<file path="config.mk">
export PLATFORM = sky130hd
export DESIGN_NAME = msg_queue
export DESIGN_NICKNAME = d
export VERILOG_FILES = /design/src/rtl/msg_pkg.sv /design/src/rtl/msg_mask_len.sv /design/src/rtl/msg_queue.sv
export SDC_FILE = /design/constraint.sdc
export NUM_CORES = 1
export LEC_CHECK = 0
export ABC_AREA = 1
export CAP_MARGIN = 20
export CELL_PAD_IN_SITES_DETAIL_PLACEMENT = 0
export CELL_PAD_IN_SITES_GLOBAL_PLACEMENT = 1
export CORE_UTILIZATION = 52
export CTS_CLUSTER_DIAMETER = 30
export DETAILED_ROUTE_END_ITERATION = 10
export DONT_BUFFER_PORTS = 1
export HOLD_SLACK_MARGIN = 0.12
export PLACE_DENSITY_LB_ADDON = 0.12
export SYNTH_ARGS = -nofsm -noshare
export SYNTH_HDL_FRONTEND = slang
export SYNTH_SLANG_ARGS = --single-unit
</file>
<file path="constraint.sdc">
create_clock -name clk -period 17.9 [get_ports clk]
set_input_delay 0.895 -clock clk [delete_from_list [all_inputs] [get_ports clk]]
set_output_delay 0.895 -clock clk [all_outputs]
set_load 0.02 [all_outputs]
</file>
<file path="src/rtl/msg_pkg.sv">
// Shared widths and the slot record for the message queue.
package msg_pkg;
  localparam int MSG_W  = 256;
  localparam int MASK_W = 32;
  localparam int LEN_W  = 6;

  typedef struct packed {
    logic [MSG_W-1:0] data;
    logic [LEN_W-1:0] len;
  } slot_t;
endpackage

</file>
<file path="src/rtl/msg_mask_len.sv">
// Combinational check that a byte mask is contiguous from bit 0, plus its byte length.
module msg_mask_len
  import msg_pkg::*;
(
  input  logic [MASK_W-1:0] mask_i,
  output logic              legal_o,
  output logic [LEN_W-1:0]  len_o
);

  logic [MASK_W-1:0] mask_inc;

  assign mask_inc = mask_i + 1'b1;

  always_comb begin
    // 2^n-1 masks have no bits in common with themselves plus one
    legal_o = (mask_i != '0) && ((mask_i & mask_inc) == '0);
    len_o   = '0;
    for (int i = 0; i < MASK_W; i++) begin
      if (mask_i[i]) len_o = LEN_W'(i + 1);
    end
  end

endmodule

</file>
<file path="src/rtl/msg_queue.sv">
// Message FIFO with mask validation, overflow dropping and saturating event counters.
module msg_queue
  import msg_pkg::*;
#(
  parameter  int DEPTH = 4,
  parameter  int CNT_W = 16,
  localparam int PTR_W = $clog2(DEPTH),
  localparam int LVL_W = PTR_W + 1
) (
  input  logic              clk,
  input  logic              reset,
  input  logic              in_valid,
  input  logic [MSG_W-1:0]  in_data,
  input  logic [MASK_W-1:0] in_bytemask,
  output logic              out_valid,
  input  logic              out_ready,
  output logic [MSG_W-1:0]  out_data,
  output logic [LEN_W-1:0]  out_len,
  output logic [LVL_W-1:0]  level,
  output logic [CNT_W-1:0]  drop_count,
  output logic [CNT_W-1:0]  err_count
);

  slot_t              slot_q [DEPTH];
  logic [PTR_W-1:0]   wr_ptr_q, wr_ptr_d;
  logic [PTR_W-1:0]   rd_ptr_q, rd_ptr_d;
  logic [LVL_W-1:0]   level_q, level_d;
  logic [CNT_W-1:0]   drop_cnt_q, drop_cnt_d;
  logic [CNT_W-1:0]   err_cnt_q, err_cnt_d;

  logic               mask_legal;
  logic [LEN_W-1:0]   mask_len;
  logic               full;
  logic               push;
  logic               pop;
  logic               drop_evt;
  logic               err_evt;

  msg_mask_len u_mask_len (
    .mask_i  (in_bytemask),
    .legal_o (mask_legal),
    .len_o   (mask_len)
  );

  assign full      = (level_q == LVL_W'(DEPTH));
  assign out_valid = (level_q != '0);
  assign pop       = out_valid && out_ready;
  // A same-cycle pop frees the slot, so a full queue can still accept
  assign push      = in_valid && mask_legal && (!full || pop);
  assign drop_evt  = in_valid && mask_legal && full && !pop;
  assign err_evt   = in_valid && !mask_legal;

  always_comb begin
    wr_ptr_d   = wr_ptr_q;
    rd_ptr_d   = rd_ptr_q;
    level_d    = level_q;
    drop_cnt_d = drop_cnt_q;
    err_cnt_d  = err_cnt_q;
    if (push) wr_ptr_d = wr_ptr_q + 1'b1;
    if (pop)  rd_ptr_d = rd_ptr_q + 1'b1;
    if (push && !pop) level_d = level_q + 1'b1;
    if (pop && !push) level_d = level_q - 1'b1;
    if (drop_evt && drop_cnt_q != '1) drop_cnt_d = drop_cnt_q + 1'b1;
    if (err_evt && err_cnt_q != '1)   err_cnt_d  = err_cnt_q + 1'b1;
  end

  always_ff @(posedge clk) begin
    if (reset) begin
      wr_ptr_q   <= '0;
      rd_ptr_q   <= '0;
      level_q    <= '0;
      drop_cnt_q <= '0;
      err_cnt_q  <= '0;
    end else begin
      wr_ptr_q   <= wr_ptr_d;
      rd_ptr_q   <= rd_ptr_d;
      level_q    <= level_d;
      drop_cnt_q <= drop_cnt_d;
      err_cnt_q  <= err_cnt_d;
    end
  end

  // Slot contents are only meaningful while counted by level, so no reset
  always_ff @(posedge clk) begin
    if (push && !reset) begin
      slot_q[wr_ptr_q] <= '{data: in_data, len: mask_len};
    end
  end

  assign out_data   = slot_q[rd_ptr_q].data;
  assign out_len    = slot_q[rd_ptr_q].len;
  assign level      = level_q;
  assign drop_count = drop_cnt_q;
  assign err_count  = err_cnt_q;

endmodule

</file>
Word-level counts from Yosys, hierarchy flattened
Memory sizes are Yosys's and may differ from the RTL's. A register that Yosys moved wholly into a read port is not among the register bits.
Index checks and enable logic that the tools add are counted.
- eq/ne operators: 3
- $add $sub $neg: 7
- mux-type cells: 38
- bitwise gates (word level): 1
- reductions and logical operators: 22
- operators with widths (cell ; number):
    5-bit 2-to-1 mux ; 16
    16-bit by 1-bit adder with 16-bit output, second input constant ; 2
    32-bit by 1-bit adder with 32-bit output, second input constant ; 1
    32-bit bitwise AND ; 1
    32-bit zero test ; 1
    4-bit 2-to-1 mux ; 8
    16-bit != test, second input constant ; 2
    32-bit nonzero test ; 1
    3-bit 2-to-1 mux ; 6
    1-bit logical AND ; 12
    2-bit 2-to-1 mux ; 4
    6-bit 2-to-1 mux ; 1
    1-bit zero test ; 5
    2-bit by 1-bit adder with 2-bit output, second input constant ; 2
    3-bit by 1-bit adder with 3-bit output, second input constant ; 1
    3-bit == test, second input constant ; 1
    1-bit 2-to-1 mux ; 3
    3-bit nonzero test ; 1
    3-bit by 1-bit subtractor with 3-bit output, second input constant ; 1
    2-bit nonzero test ; 1
    1-bit logical OR ; 1
- memories kept: 1
- register bits after elaboration: 39
- RAM bits: 1048
- output and inout port bits: 298
- word-level logic and storage cells: 77
- memories (name ; words ; bits a word ; read ports ; clocked after memory_dff ; wr ports ; RTL line ; source):
    slot_q ; 4 ; 262 ; 1 ; 1 ; 1 ; msg_queue.sv:24 ; slot_t slot_q [DEPTH];

Longest topological paths before layout
- depth in word-level cells: 32
- mapped depth: 31

By module
Synthesis repeated with hierarchy kept, for this count alone.
- cells, all modules: 3075
- area total of the unflattened synthesis: 41782.6 sq um
- by module, submodules not included (module ; cells each ; times used ; area an instance (sq um) ; seq. area each (sq um)):
    msg_queue ; 2899 ; 1 ; 40923.0 ; 32291.0
    msg_mask_len ; 176 ; 1 ; 859.6 ; 0.0

Worst setup path before layout
No wires, ideal clock.
- path type: input to register
- start point: input port in_bytemask[2]
- end point: memory slot_q[0][0] (netlist name) (enable)
- arrival time: 13124 ps
- path slack: 3885 ps
- stages: 14
- path through: nand3_2 -> nor2_2 -> nand3_2 -> nor2_4 -> nand2_2 -> clkinv_2 -> nand3_4 -> nor2_1 -> a21oi_1 -> nor2_1 -> nand2_1 -> nor4_1 -> nand4_1 -> nor2_1
- word-level cells in the longest chain between the ends: 9
- elaborated cells between the ends (all ways): 10
- those cells by class: 1 x add/sub; 2 x mux; 1 x bitwise; 6 x reduce/logical
- ends and longest elaborated chain (what ; RTL line ; source):
    start: declaration ; msg_queue.sv:14 ; input logic [MASK_W-1:0] in_bytemask,
    32-bit by 1-bit adder with 32-bit output ; msg_mask_len.sv:12 ; assign mask_inc = mask_i + 1'b1;
    32-bit bitwise AND ; msg_mask_len.sv:16 ; legal_o = (mask_i != '0) && ((mask_i & mask_inc) == '0);
    32-bit zero test ; msg_mask_len.sv:16 ;
    1-bit logical AND * ; msg_mask_len.sv:16 ;
    1-bit logical AND * (2 in a row) ; msg_queue.sv:49 ; assign push = in_valid && mask_legal && (!full || pop);
    1-bit logical AND * ; msg_queue.sv:85 ; if (push && !reset) begin
    1-bit 2-to-1 mux * ; msg_queue.sv:85 ;
    1-bit 2-to-1 mux (implied by the code) * ; msg_queue.sv:86 ; slot_q[wr_ptr_q] <= '{data: in_data, len: mask_len};
    end: declaration ; msg_queue.sv:24 ;
Mark *: on every way between the ends. The rest lies on a longest branch, timed or not.

==> implementation parameters <==
Parameter                              Value

Power and ir drop
  Static leakage ... 16.3 nW
  Pwr dens ... 129 nW/µm²
  Worst ir drop on vdd ... 100 µV

GRT
  Met1 Resource Use GR ... 30.1%
  All-Layer GR Usage ... 25.7%
  Via count of the first global-routing pass ... 25.0k
  Antenna violations before repair ... 1
  Total global routing overflow ... 0
  Largest net degree at the start of global routing ... 143
  Global-route met2 utilization ... 42.4%
  Fraction of met3 tracks used by global routing ... 10.8%
  Wire length of the first global-routing pass ... 156,000 µm
  Busiest grt layer ... met2

Route
  Routed WL per cell ... 24.5 µm
  Number of remaining DRC errors ... 0
  Vias post-DR ... 25.7k
  Antenna-violating nets left ... 0
  Pre-antenna DRT Iters ... 5
  Final routed wirelength across all metal layers ... 107,000 µm
  1st-iter DRT viols ... 1,943
  Vias per std cell ... 5.87

Cells and area
  Most common library cell in the layout ignoring fill and taps ... sky130_fd_sc_hd__edfxtp_1
  Share of cells above drive strength 1 ... 11.4%
  Final Net Count ... 3,463
  Number of fillers in the final layout ... 5,863
  Area growth, synth to finish ... 17.7%
  Most frequent cells in the layout ... 1,048 x sky130_fd_sc_hd__edfxtp_1, 590 x sky130_fd_sc_hd__nor2_1, 543 x sky130_fd_sc_hd__o21ai_0, 265 x sky130_fd_sc_hd__o22ai_1, 194 x sky130_fd_sc_hd__clkbuf_16

Critical path
  CP Buf/Inv Count ... 4
  Worst stage delay on the critical path ... 950 ps
  Category of the critical setup timing path ... flip-flop to output pin
  Worst-path cell with the longest stage delay ... sky130_fd_sc_hd__buf_4
  Maximum fanout encountered on the critical timing path ... 131
  Critical path required time ... 17,010 ps
  CP Cell Sequence ... inv_8 > buf_4 > buf_4 > buf_4 > o21ai_0 > o22ai_1
  Worst Setup End Kind ... output pin
  Startpoint of the worst register-to-register path ... level[0]
  Arrival time at the worst endpoint ... 5560 ps
  Most numerous cell on the critical path ... sky130_fd_sc_hd__buf_4
  Startpoint types ... flip-flop
  Family with the most delay on the worst path ... buffers and inverters

Min path
  Tightest Hold Check Type ... input pin to flip-flop
  Launch point of the worst hold path ... reset

Job
  Total of max-cap violations ... 0

CTS
  Clock-pin transition on the worst setup and hold timing paths ... 40 ps
  Cts-stage hold buffer count ... 0
  Number of sinks on the clock net ... 1,089
  Worst-skew pair later-pin latency ... 740 ps
  Clock tree from TritonCTS ... done
  H-tree lvl count ... 4
  Total clock buffers created by CTS ... 192
  Maximum count of clock buffers along a single path ... 3
  Clk root buf ... sky130_fd_sc_hd__clkbuf_16
  Post-CTS Resized ... 0
  Number of post-CTS setup repair buffers ... 0

Timing
  Relative slew margins ... 23.4%
  Hold violation count in the final report ... 0
  Setup repair after global routing missed its margin ... false
  Summed negative setup slack over all endpoints ... 0 ps
  Worst Max-Slew Pin Slew ... 1150 ps
  Worst setup slack after layout ... 11,450 ps
  Skew final ... 19.4 ps
  Final worst path period need ... 6450 ps
  Max Clock Freq ... 0.155 GHz
  Hold Worst Slack ... 229 ps
  Number of endpoints failing setup at the final stage ... 0
  Share of the cycle needed by the critical path after routing ... 36.0%
  Final Slew Violations ... 0

Synth
  Average cell area after synthesis ... 13.4 µm²
  Seq cells post-synth ... 1,089
  Synthesized netlist cell count ... 3,122
  Simple-gate area share of the yosys netlist ... 8.47%
  Largest family of logic cells by synthesized area ... compound AO/OA/AOI/OAI gates
  Top cell type's share of synthesized area ... 75.1%
  Synthesized-area fraction occupied by ao, oa, aoi and oai cells ... 11.3%
  Xor and xnor area share after synthesis ... 0.314%
  Synth area leaders ... sky130_fd_sc_hd__edfxtp_1 75%, sky130_fd_sc_hd__o21ai_0 6.5%, sky130_fd_sc_hd__nor2_1 5.3%
  Multiplexer share of the synthesized area ... 0%
  Fraction of the yosys area taken by sequential cells ... 77.1%
  Post-synth design cell area ... 41,900 µm²
  Distinct cell type count after synthesis ... 46
  Net count after synthesis ... 3,421
  Adder-cell share of the synthesized area ... 0.227%
  EDFF count, synth ... 1,048
  Yosys Warn Count ... 0
  Top flip-flop cell by instance count after synthesis ... sky130_fd_sc_hd__edfxtp_1
  Area leader, netlist ... sky130_fd_sc_hd__edfxtp_1
  Async set or reset register ratio after synthesis ... 0%

Place
  DPL Wire Length ... 64,300 µm
  Worst slack at placement ... 11,040 ps
  GPL Wtd Cong ... 0.860
  Count of buffers inserted at the top-level ports ... 0

Floorplan
  Die area ... 81,700 µm²
  Number of ports placed on the die boundary ... 590
  Row cnt ... 103
  Floorplan die width ... 286 µm
  Initial standard-cell utilization of the core ... 52.8%
  Core area ... 79,400 µm²
  DIE HEIGHT ... 286 µm

Run status
  Status ... complete, no violations
state kept, by name, indices dropped and copies added, names as in the netlist, named ones only:
| signal | count |
|---|---|
| err_count | 16 |
| rd_ptr_q | 2 |
| slot_q | 1048 |
| drop_count | 16 |
| wr_ptr_q | 2 |
| level | 3 |
worst paths after layout:
check                   end  slack [ps]  cells after the start
max            out_data[30]       11450                      6
min           err_count[14]         230                      1
max reg2reg  slot_q[1][238]       12030                     11
min reg2reg       flip-flop         480                      2
Yosys cell counts, types with 14 or more instances:
master	count
sky130_fd_sc_hd__nand3_1	31
sky130_fd_sc_hd__clkbuf_1	169
sky130_fd_sc_hd__nand2_1	139
sky130_fd_sc_hd__inv_1	91
sky130_fd_sc_hd__o21ai_0	543
sky130_fd_sc_hd__nor3_1	30
sky130_fd_sc_hd__dfxtp_1	41
sky130_fd_sc_hd__edfxtp_1	1048
sky130_fd_sc_hd__a21oi_1	41
sky130_fd_sc_hd__o22ai_1	265
sky130_fd_sc_hd__nor2_1	594
sky130_fd_sc_hd__nor4_1	14
sky130_fd_sc_hd__nand4_1	22
stage by stage:
stage | total power (W) | instances | area (µm²) | util (%)
2_1_floorplan | 0.00287 | 3122 | 41900 | -
3_3_place_gp | 0.00287 | 4017 | 42800 | 53.9
3_5_place_dp | 0.00287 | 4018 | 42800 | 53.9
4_1_cts | 0.00643 | 4372 | 49300 | 62.1
5_1_grt | 0.00654 | 4374 | 49300 | 62.1
6_report | 0.00638 | 4376 | 49300 | 62.1
power breakdown:
| group | switching [W] | leakage (nW) | internal, W |
|---|---|---|---|
| registers | 0.00000106 | 9.75 | 0.00280 |
| logic | 0.0000178 | 3.45 | 0.00000701 |
| clock network | 0.00120 | 3.08 | 0.00235 |
| total | 0.00122 | 16.3 | 0.00516 |
routing by layer:
layer	vias up	share of wire, %
met3	156	10
met1	12827	38
met2	927	49
li1	11763	-
met5	-	0
met4	0	2.8
area by class of cell:
type | count | area (µm²) | share of cell area, %
antenna | 2 | 5.00 | 0.0101
clock buffer | 216 | 4940 | 10.0
clock inverter | 138 | 1530 | 3.09
inverter | 100 | 389 | 0.789
tap | 1050 | 1310 | 2.66
timing repair buffer | 31 | 310 | 0.629
sequential | 1089 | 32300 | 65.5
multi-input combinational | 1750 | 8560 | 17.3
kinds of logic (layout without fill, tap and decap cells):
family                   after synthesis  after routing
AO/OA/AOI/OAI                        869            869
XOR/XNOR                              15             15
adder cells (fa/ha/maj)                7              7
buffers and inverters                283            485
flip-flops                          1089           1089
other                                  0              2
AND/OR/NAND/NOR                      859            859
Note: power is estimated with default switching activity, not from simulation.
